## src/rtl/mem_ctrl_pkg.sv

```systemverilog
// Shared request, size and state codes for the byte-serial memory controller.
// Imported by mem_ctrl and by anything that drives its request port.
package mem_ctrl_pkg;

  localparam logic [1:0] MEM_NOP   = 2'd0;
  localparam logic [1:0] WRITE     = 2'd1;
  localparam logic [1:0] READ_DATA = 2'd2;
  localparam logic [1:0] READ_INST = 2'd3;

  localparam logic [1:0] SIZE_BYTE = 2'd0;
  localparam logic [1:0] SIZE_HALF = 2'd1;
  localparam logic [1:0] SIZE_WORD = 2'd2;

  localparam logic [1:0] ST_IDLE  = 2'd0;
  localparam logic [1:0] ST_READ  = 2'd1;
  localparam logic [1:0] ST_WRITE = 2'd2;
  localparam logic [1:0] ST_DONE  = 2'd3;

  // Instruction fetches always move a full word; the reserved size code also means word.
  function automatic int access_bytes(input logic [1:0] sig, input logic [1:0] size,
                                      input int word_bytes);
    if (sig == READ_INST) return word_bytes;
    case (size)
      SIZE_BYTE: return 1;
      SIZE_HALF: return 2;
      default:   return word_bytes;
    endcase
  endfunction

endpackage

```

## src/rtl/icache_dm.sv

```systemverilog
// Direct-mapped, one-word-per-line instruction cache used by mem_ctrl when
// MEM_CTRL_ICACHE_EN is defined. All addresses here are word addresses (byte addr >> 2).
module icache_dm #(
  parameter int ADDR_WIDTH = 17,
  parameter int LEN        = 32,
  parameter int LINES      = 16
) (
  input  logic                  clk,
  input  logic                  rst_n,
  input  logic [ADDR_WIDTH-3:0] look_waddr_i,
  output logic                  look_hit_o,
  output logic [LEN-1:0]        look_data_o,
  input  logic                  fill_en_i,
  input  logic [ADDR_WIDTH-3:0] fill_waddr_i,
  input  logic [LEN-1:0]        fill_data_i,
  input  logic                  upd_en_i,
  input  logic [ADDR_WIDTH-3:0] upd_waddr_i,
  input  logic [LEN-1:0]        upd_data_i,
  input  logic                  inv_en_i,
  input  logic [ADDR_WIDTH-3:0] inv_lo_waddr_i,
  input  logic [ADDR_WIDTH-3:0] inv_hi_waddr_i
);
  localparam int WA_W  = ADDR_WIDTH - 2;
  localparam int IDX_W = $clog2(LINES);
  localparam int TAG_W = WA_W - IDX_W;

  logic [LINES-1:0] valid_q;
  logic [TAG_W-1:0] tag_q  [LINES];
  logic [LEN-1:0]   data_q [LINES];

  logic [IDX_W-1:0] l_idx, f_idx, u_idx, lo_idx, hi_idx;
  logic [TAG_W-1:0] l_tag, f_tag, u_tag, lo_tag, hi_tag;

  assign l_idx  = look_waddr_i[IDX_W-1:0];
  assign l_tag  = look_waddr_i[WA_W-1:IDX_W];
  assign f_idx  = fill_waddr_i[IDX_W-1:0];
  assign f_tag  = fill_waddr_i[WA_W-1:IDX_W];
  assign u_idx  = upd_waddr_i[IDX_W-1:0];
  assign u_tag  = upd_waddr_i[WA_W-1:IDX_W];
  assign lo_idx = inv_lo_waddr_i[IDX_W-1:0];
  assign lo_tag = inv_lo_waddr_i[WA_W-1:IDX_W];
  assign hi_idx = inv_hi_waddr_i[IDX_W-1:0];
  assign hi_tag = inv_hi_waddr_i[WA_W-1:IDX_W];

  assign look_hit_o  = valid_q[l_idx] && (tag_q[l_idx] == l_tag);
  assign look_data_o = data_q[l_idx];

  // A partial write may straddle two words, so both touched lines are checked.
  always_ff @(posedge clk or negedge rst_n) begin
    if (!rst_n) begin
      valid_q <= '0;
    end else if (fill_en_i) begin
      valid_q[f_idx] <= 1'b1;
    end else if (inv_en_i) begin
      if (valid_q[lo_idx] && (tag_q[lo_idx] == lo_tag)) valid_q[lo_idx] <= 1'b0;
      if (valid_q[hi_idx] && (tag_q[hi_idx] == hi_tag)) valid_q[hi_idx] <= 1'b0;
    end
  end

  always_ff @(posedge clk) begin
    if (fill_en_i) begin
      tag_q[f_idx]  <= f_tag;
      data_q[f_idx] <= fill_data_i;
    end else if (upd_en_i && valid_q[u_idx] && (tag_q[u_idx] == u_tag)) begin
      data_q[u_idx] <= upd_data_i;
    end
  end

endmodule

```

## src/rtl/mem_ctrl.sv

```systemverilog
// Byte-serial memory controller turning CPU byte/half/word requests into one-byte
// memory cycles. Define MEM_CTRL_ICACHE_EN to add the direct-mapped instruction cache.
module mem_ctrl
  import mem_ctrl_pkg::*;
#(
  parameter int ADDR_WIDTH   = 17,
  parameter int LEN          = 32,
  parameter int BYTE_SIZE    = 8,
  parameter int ICACHE_LINES = 16
) (
  input  logic                  clk,
  input  logic                  rst_n,
  input  logic [1:0]            mem_signal,
  input  logic [ADDR_WIDTH-1:0] addr,
  input  logic [1:0]            mem_size,
  input  logic [LEN-1:0]        mem_write_data,
  output logic                  mem_ready,
  output logic                  mem_vis_finished,
  output logic [LEN-1:0]        mem_read_data,
  output logic [ADDR_WIDTH-1:0] mem_vis_addr,
  output logic                  mem_vis_signal,
  output logic [BYTE_SIZE-1:0]  writen_data,
  input  logic [BYTE_SIZE-1:0]  mem_data
);
  localparam int NBYTES = LEN / BYTE_SIZE;
  localparam int CNT_W  = $clog2(NBYTES + 1);

  if (ICACHE_LINES < 1 || (ICACHE_LINES & (ICACHE_LINES - 1)) != 0) begin : g_bad_lines
    $error("ICACHE_LINES must be a power of two");
  end

  logic [1:0]            state_q, state_d;
  logic [CNT_W-1:0]      cnt_q, nbytes_q, req_n;
  logic [LEN-1:0]        wshift_q, rbuf_q, rbuf_d, rdata_q, hit_data;
  logic [ADDR_WIDTH-1:0] vis_addr_q;
  logic                  vis_sig_q;
  logic [BYTE_SIZE-1:0]  wbyte_q;
  logic                  accept, hit, last_rd, last_wr;

  assign req_n   = CNT_W'(access_bytes(mem_signal, mem_size, NBYTES));
  assign accept  = (state_q == ST_IDLE) && (mem_signal != MEM_NOP);
  assign last_rd = (cnt_q == nbytes_q);
  assign last_wr = ((cnt_q + CNT_W'(1)) == nbytes_q);

  // Memory data lags its address by one cycle, so byte k lands while cnt_q == k+1.
  always_comb begin
    rbuf_d = rbuf_q;
    for (int i = 0; i < NBYTES; i++)
      if (state_q == ST_READ && int'(cnt_q) == i + 1)
        rbuf_d[i*BYTE_SIZE +: BYTE_SIZE] = mem_data;
  end

  always_comb begin
    state_d = state_q;
    case (state_q)
      ST_IDLE:  if (accept) state_d = hit ? ST_DONE : ((mem_signal == WRITE) ? ST_WRITE : ST_READ);
      ST_READ:  if (last_rd) state_d = ST_DONE;
      ST_WRITE: if (last_wr) state_d = ST_DONE;
      default:  state_d = ST_IDLE;
    endcase
  end

  always_ff @(posedge clk or negedge rst_n) begin
    if (!rst_n) begin
      state_q    <= ST_IDLE;
      cnt_q      <= '0;
      nbytes_q   <= '0;
      wshift_q   <= '0;
      rbuf_q     <= '0;
      rdata_q    <= '0;
      vis_addr_q <= '0;
      vis_sig_q  <= 1'b0;
      wbyte_q    <= '0;
    end else begin
      state_q <= state_d;
      case (state_q)
        ST_IDLE: if (accept) begin
          if (hit) begin
            rdata_q <= hit_data;
          end else begin
            cnt_q      <= '0;
            nbytes_q   <= req_n;
            vis_addr_q <= addr;
            rbuf_q     <= '0;
            if (mem_signal == WRITE) begin
              vis_sig_q <= 1'b1;
              wbyte_q   <= mem_write_data[BYTE_SIZE-1:0];
              wshift_q  <= mem_write_data >> BYTE_SIZE;
            end
          end
        end
        // The extra READ cycle after the last address only waits for its data.
        ST_READ: begin
          rbuf_q <= rbuf_d;
          if (last_rd) begin
            rdata_q <= rbuf_d;
          end else begin
            cnt_q <= cnt_q + CNT_W'(1);
            if ((cnt_q + CNT_W'(1)) < nbytes_q) vis_addr_q <= vis_addr_q + ADDR_WIDTH'(1);
          end
        end
        ST_WRITE: begin
          if (last_wr) begin
            vis_sig_q <= 1'b0;
          end else begin
            cnt_q      <= cnt_q + CNT_W'(1);
            vis_addr_q <= vis_addr_q + ADDR_WIDTH'(1);
            wbyte_q    <= wshift_q[BYTE_SIZE-1:0];
            wshift_q   <= wshift_q >> BYTE_SIZE;
          end
        end
        default: ;
      endcase
    end
  end

`ifdef MEM_CTRL_ICACHE_EN
  logic [ADDR_WIDTH-3:0] base_waddr_q, last_waddr;
  logic                  fill_q, look_hit, word_wr;

  assign word_wr    = (req_n == CNT_W'(NBYTES)) && (addr[1:0] == 2'b00);
  assign last_waddr = (ADDR_WIDTH-2)'((addr + ADDR_WIDTH'(req_n) - ADDR_WIDTH'(1)) >> 2);
  assign hit        = (mem_signal == READ_INST) && (addr[1:0] == 2'b00) && look_hit;

  // Only word-aligned fetches are cacheable; remember that and the line for the fill.
  always_ff @(posedge clk or negedge rst_n) begin
    if (!rst_n) begin
      base_waddr_q <= '0;
      fill_q       <= 1'b0;
    end else if (accept) begin
      base_waddr_q <= addr[ADDR_WIDTH-1:2];
      fill_q       <= (mem_signal == READ_INST) && (addr[1:0] == 2'b00);
    end
  end

  icache_dm #(
    .ADDR_WIDTH(ADDR_WIDTH),
    .LEN       (LEN),
    .LINES     (ICACHE_LINES)
  ) u_icache (
    .clk           (clk),
    .rst_n         (rst_n),
    .look_waddr_i  (addr[ADDR_WIDTH-1:2]),
    .look_hit_o    (look_hit),
    .look_data_o   (hit_data),
    .fill_en_i     ((state_q == ST_READ) && last_rd && fill_q),
    .fill_waddr_i  (base_waddr_q),
    .fill_data_i   (rbuf_d),
    .upd_en_i      (accept && (mem_signal == WRITE) && word_wr),
    .upd_waddr_i   (addr[ADDR_WIDTH-1:2]),
    .upd_data_i    (mem_write_data),
    .inv_en_i      (accept && (mem_signal == WRITE) && !word_wr),
    .inv_lo_waddr_i(addr[ADDR_WIDTH-1:2]),
    .inv_hi_waddr_i(last_waddr)
  );
`else
  assign hit      = 1'b0;
  assign hit_data = '0;
`endif

  assign mem_ready        = (state_q == ST_IDLE);
  assign mem_vis_finished = (state_q == ST_DONE);
  assign mem_read_data    = rdata_q;
  assign mem_vis_addr     = vis_addr_q;
  assign mem_vis_signal   = vis_sig_q;
  assign writen_data      = wbyte_q;

endmodule

```

## config.mk

```make
export PLATFORM = sky130hd
export DESIGN_NAME = mem_ctrl
export DESIGN_NICKNAME = d
export VERILOG_FILES = /design/src/rtl/mem_ctrl_pkg.sv /design/src/rtl/icache_dm.sv /design/src/rtl/mem_ctrl.sv
export SDC_FILE = /design/constraint.sdc
export NUM_CORES = 1
export LEC_CHECK = 0
export CAP_MARGIN = 20
export CORE_MARGIN = 2
export CORE_UTILIZATION = 45
export CTS_CLUSTER_DIAMETER = 40
export CTS_CLUSTER_SIZE = 12
export DETAILED_ROUTE_END_ITERATION = 16
export GPL_TIMING_DRIVEN = 0
export PLACE_DENSITY = 0.79
export SYNTH_ARGS = -nofsm -noshare
export SYNTH_HDL_FRONTEND = slang
export SYNTH_HIERARCHICAL = 1
export SYNTH_SLANG_ARGS = --single-unit
```

## constraint.sdc

```tcl
create_clock -name clk -period 3.1 [get_ports clk]
set_input_delay 0.62 -clock clk [delete_from_list [all_inputs] [get_ports clk]]
set_output_delay 0.62 -clock clk [all_outputs]
set_load 0.005 [all_outputs]
```

==> impl_metrics.env <==
export IMPL_outcome="finished, final reports clean"
export IMPL_reg2reg_depth=9
export IMPL_hold_buffers=0
export IMPL_globalplace_congestion=0.906
export IMPL_synth_top_area_share_pct=51.9
export IMPL_p_leak_nw=3.61
export IMPL_synthTopCellsByCount="122 x dfrtp_1, 95 x nand2_1, 76 x o21ai_0, 58 x mux2i_1, 34 x a22o_1"
export IMPL_ys_types=41
export IMPL_postRouteAntennaNets=0
export IMPL_max_slew_worst_pin_slew_ns=0.728
export IMPL_cts_resized=0
export IMPL_hold_viol_final=0
export IMPL_clk_pin_slew_worst_paths_ns=0.06
export IMPL_grt_start_max_net_pins=105
export IMPL_die_w_um=118
export IMPL_intPower_mw=5.09
export IMPL_post_cts_buffers=0
export IMPL_grt_setup_unrepaired="false"
export IMPL_synthFlopType="dfrtp_1"
export IMPL_ys_seq_area_share_pct=51.9
export IMPL_synth_warnings=6
export IMPL_ios=123
export IMPL_p_comb_share_pct=44.8
export IMPL_synth_edff_count=0
export IMPL_synth_cell_area_um2=5880
export IMPL_critPathLaunchType="flip-flop"
export IMPL_via_per_inst=5.53
export IMPL_synth_seq_cells=122
export IMPL_h_tree_depth=4
export IMPL_clock_latency_ns=0.41
export IMPL_yosysTopAreaCell="dfrtp_1"
export IMPL_syn_avg_cell_area_um2=10.1
export IMPL_num_vias=4985
export IMPL_ys_top_cells_by_area="dfrtp_1 52%, mux2i_1 9.9%, o21ai_0 6.5%"
export IMPL_cts_made_buffers=17
export IMPL_drc=0
export IMPL_power_frac_seq_pct=32.4
export IMPL_finalCritPeriodShare_pct=90.0
export IMPL_dieHeight_um=118
export IMPL_dp_hpwl_um=11100
export IMPL_finalCriticalPeriod_ns=2.79
export IMPL_die_area_um2=14000
export IMPL_port_buffers=113
export IMPL_max_cap_violations=0
export IMPL_drt_total_wl_um=15700
export IMPL_yosysMostFrequentCell="dfrtp_1"
export IMPL_synth_cells=584
export IMPL_cts_sinks=122
export IMPL_critPathMaxFanout=10
export IMPL_drt_iter0_drc=395
export IMPL_p_sw_share_pct=38.5
export IMPL_fillCellCount=1057
export IMPL_worst_slack_ns=0.309
export IMPL_holdCritPathClass="input port to asynchronous set/reset pin"
export IMPL_coreArea_um2=12700
export IMPL_dr_pass1_iters=5
export IMPL_ir_worst_vdd_v=0.000592
export IMPL_antenna_found_initial=0
export IMPL_nets=793
export IMPL_drive_above_1_share_pct=7.12
export IMPL_fin_skew_ns=0.0105
export IMPL_worstPathRequired_ns=3.43
export IMPL_rows=41
export IMPL_pre_cts_ws_ns=0.359
export IMPL_syn_num_nets=660
export IMPL_setup_violations_final=0
export IMPL_fmax_ghz=0.358
export IMPL_p_sw_mw=3.19
export IMPL_area_growth_pct=33.1
export IMPL_diodes=0
export IMPL_crit_type="flip-flop to flip-flop"
export IMPL_root_buffer="clkbuf_16"
export IMPL_clk_path_buf_depth=2
export IMPL_relSlewSlack_pct=51.4
export IMPL_async_flop_share_pct=100
export IMPL_placed_area_um2=7250
export IMPL_cts_tree="yes"
export IMPL_start_util_pct=46.4
export IMPL_final_area_um2=7830
export IMPL_grt_pass1_wl_um=25400
export IMPL_endpoint_kind="flip-flop"
export IMPL_p_per_area_nw_per_um2=1060
export IMPL_overflow=0
export IMPL_cp_arrival_ns=3.12
export IMPL_grt_use_total_pct=22.7
export IMPL_clockPowerShare_pct=22.7
export IMPL_wl_per_cell_um=17.4
export IMPL_slew_viol_final=0
export IMPL_grt_pass1_vias=5010
-- per-stage QoR --
stage | instances | hold WS [ns] | utilization [%] | total power [mW] | setup TNS [ns]
after global routing | 902 | 0.0459 | 61.8 | 8.84 | 0
final | 902 | 0.0472 | 61.8 | 8.27 | 0
after detailed placement | 870 | 0.470 | 57.3 | 6.37 | 0
after global placement | 869 | 0.462 | 57.0 | 6.26 | -389.71
after floorplan | 584 | 0.324 | - | 4.80 | 0
after CTS | 902 | 0.0395 | 61.8 | 8.30 | 0
-- power groups by stage --
stage | sequential, mW | clock, mW | combinational, mW
3_5_place_dp | 2.69 | 0 | 3.68
2_1_floorplan | 2.61 | 0 | 2.19
5_1_grt | 2.76 | 1.98 | 4.10
6_report | 2.68 | 1.88 | 3.71
4_1_cts | 2.68 | 1.91 | 3.71
3_3_place_gp | 2.67 | 0 | 3.59
-- worst max-delay path, stage by stage (launching register included) --
cell and delay [ns]:
dfrtp_1 0.47, inv_1 0.11, ha_1 0.32, ha_1 0.31, nor2b_1 0.14, o21a_1 0.18
o21ai_0 0.36, clkbuf_1 0.47, a31oi_1 0.19, a21oi_1 0.16
-- cells by family after synthesis --
group | synth area share [%]
AO/OA/AOI/OAI | 17.4
XOR/XNOR | 0.298
adder cells (fa/ha/maj) | 2.77
buffers and inverters | 3.66
flip-flops | 51.9
multiplexers | 10.6
AND/OR/NAND/NOR | 13.3
-- layout make-up --
type	instances	area, um^2	share of cell area, %
multi-input combinational	409	2610	33.4
sequential	122	3050	39.0
clock buffer	19	453	5.79
timing repair buffer	114	1160	14.8
buffer	39	163	2.08
clock inverter	13	119	1.52
tap	172	215	2.75
inverter	14	52.6	0.671
-- final timing paths --
check,slack [ns],from,endpoint
min,0.05,rst_n,nbytes_q[2]
min reg2reg,0.48,mem_read_data[25],mem_read_data[25]
max reg2reg,0.31,cnt_q[0],mem_vis_addr[11]
min in group clk,0.48,mem_read_data[25],mem_read_data[25]
max in group asynchronous,2.28,rst_n,mem_read_data[8]
max,0.31,cnt_q[0],mem_vis_addr[11]
-- per-layer routing --
| metal | share of wire [%] | vias up | GRT usage [%] |
|---|---|---|---|
| met5 | 0 | - | 0 |
| met4 | 0.89 | 0 | 6.85 |
| met3 | 5.8 | 14 | 6.03 |
| met2 | 49 | 178 | 37.2 |
| li1 | - | 2350 | - |
| met1 | 44 | 2443 | 29.6 |
-- flip-flops by register name, indices dropped and copies added (netlist names) --
signal	cells
mem_read_data	32
wshift_q	24
mem_vis_signal	1
cnt_q	3
nbytes_q	3
rbuf_q	32
writen_data	8
state_q	2
mem_vis_addr	17
-- cell usage in the layout, fill, tap and decap left out, types with 2 or more instances in the layout --
| cell type | count |
|---|---|
| xnor2_1 | 2 |
| inv_6 | 2 |
| nand4_1 | 5 |
| nand2_1 | 95 |
| nand3_1 | 14 |
| a22o_1 | 34 |
| a31oi_1 | 11 |
| clkbuf_1 | 30 |
| nand2b_1 | 12 |
| a2bb2oi_1 | 4 |
| or3_1 | 2 |
| clkbuf_16 | 17 |
| ha_1 | 13 |
| a21o_1 | 2 |
| nor4_1 | 2 |
| nor2b_1 | 7 |
| a211oi_1 | 3 |
| o21ai_1 | 8 |
| clkinvlp_4 | 4 |
| clkbuf_8 | 2 |
| nor3_1 | 2 |
| clkdlybuf4s50_1 | 112 |
| buf_2 | 7 |
| nand2_2 | 2 |
| mux2i_1 | 58 |
| and4_1 | 3 |
| and3_1 | 2 |
| o21ai_0 | 76 |
| o21a_1 | 2 |
| clkinv_2 | 3 |
| nor2_1 | 14 |
| inv_1 | 14 |
| a21oi_1 | 16 |
| o22ai_1 | 7 |
| buf_6 | 2 |
| mux2_2 | 4 |
| dfrtp_1 | 122 |
| clkinv_4 | 3 |
(Power assumes the default switching activity.)
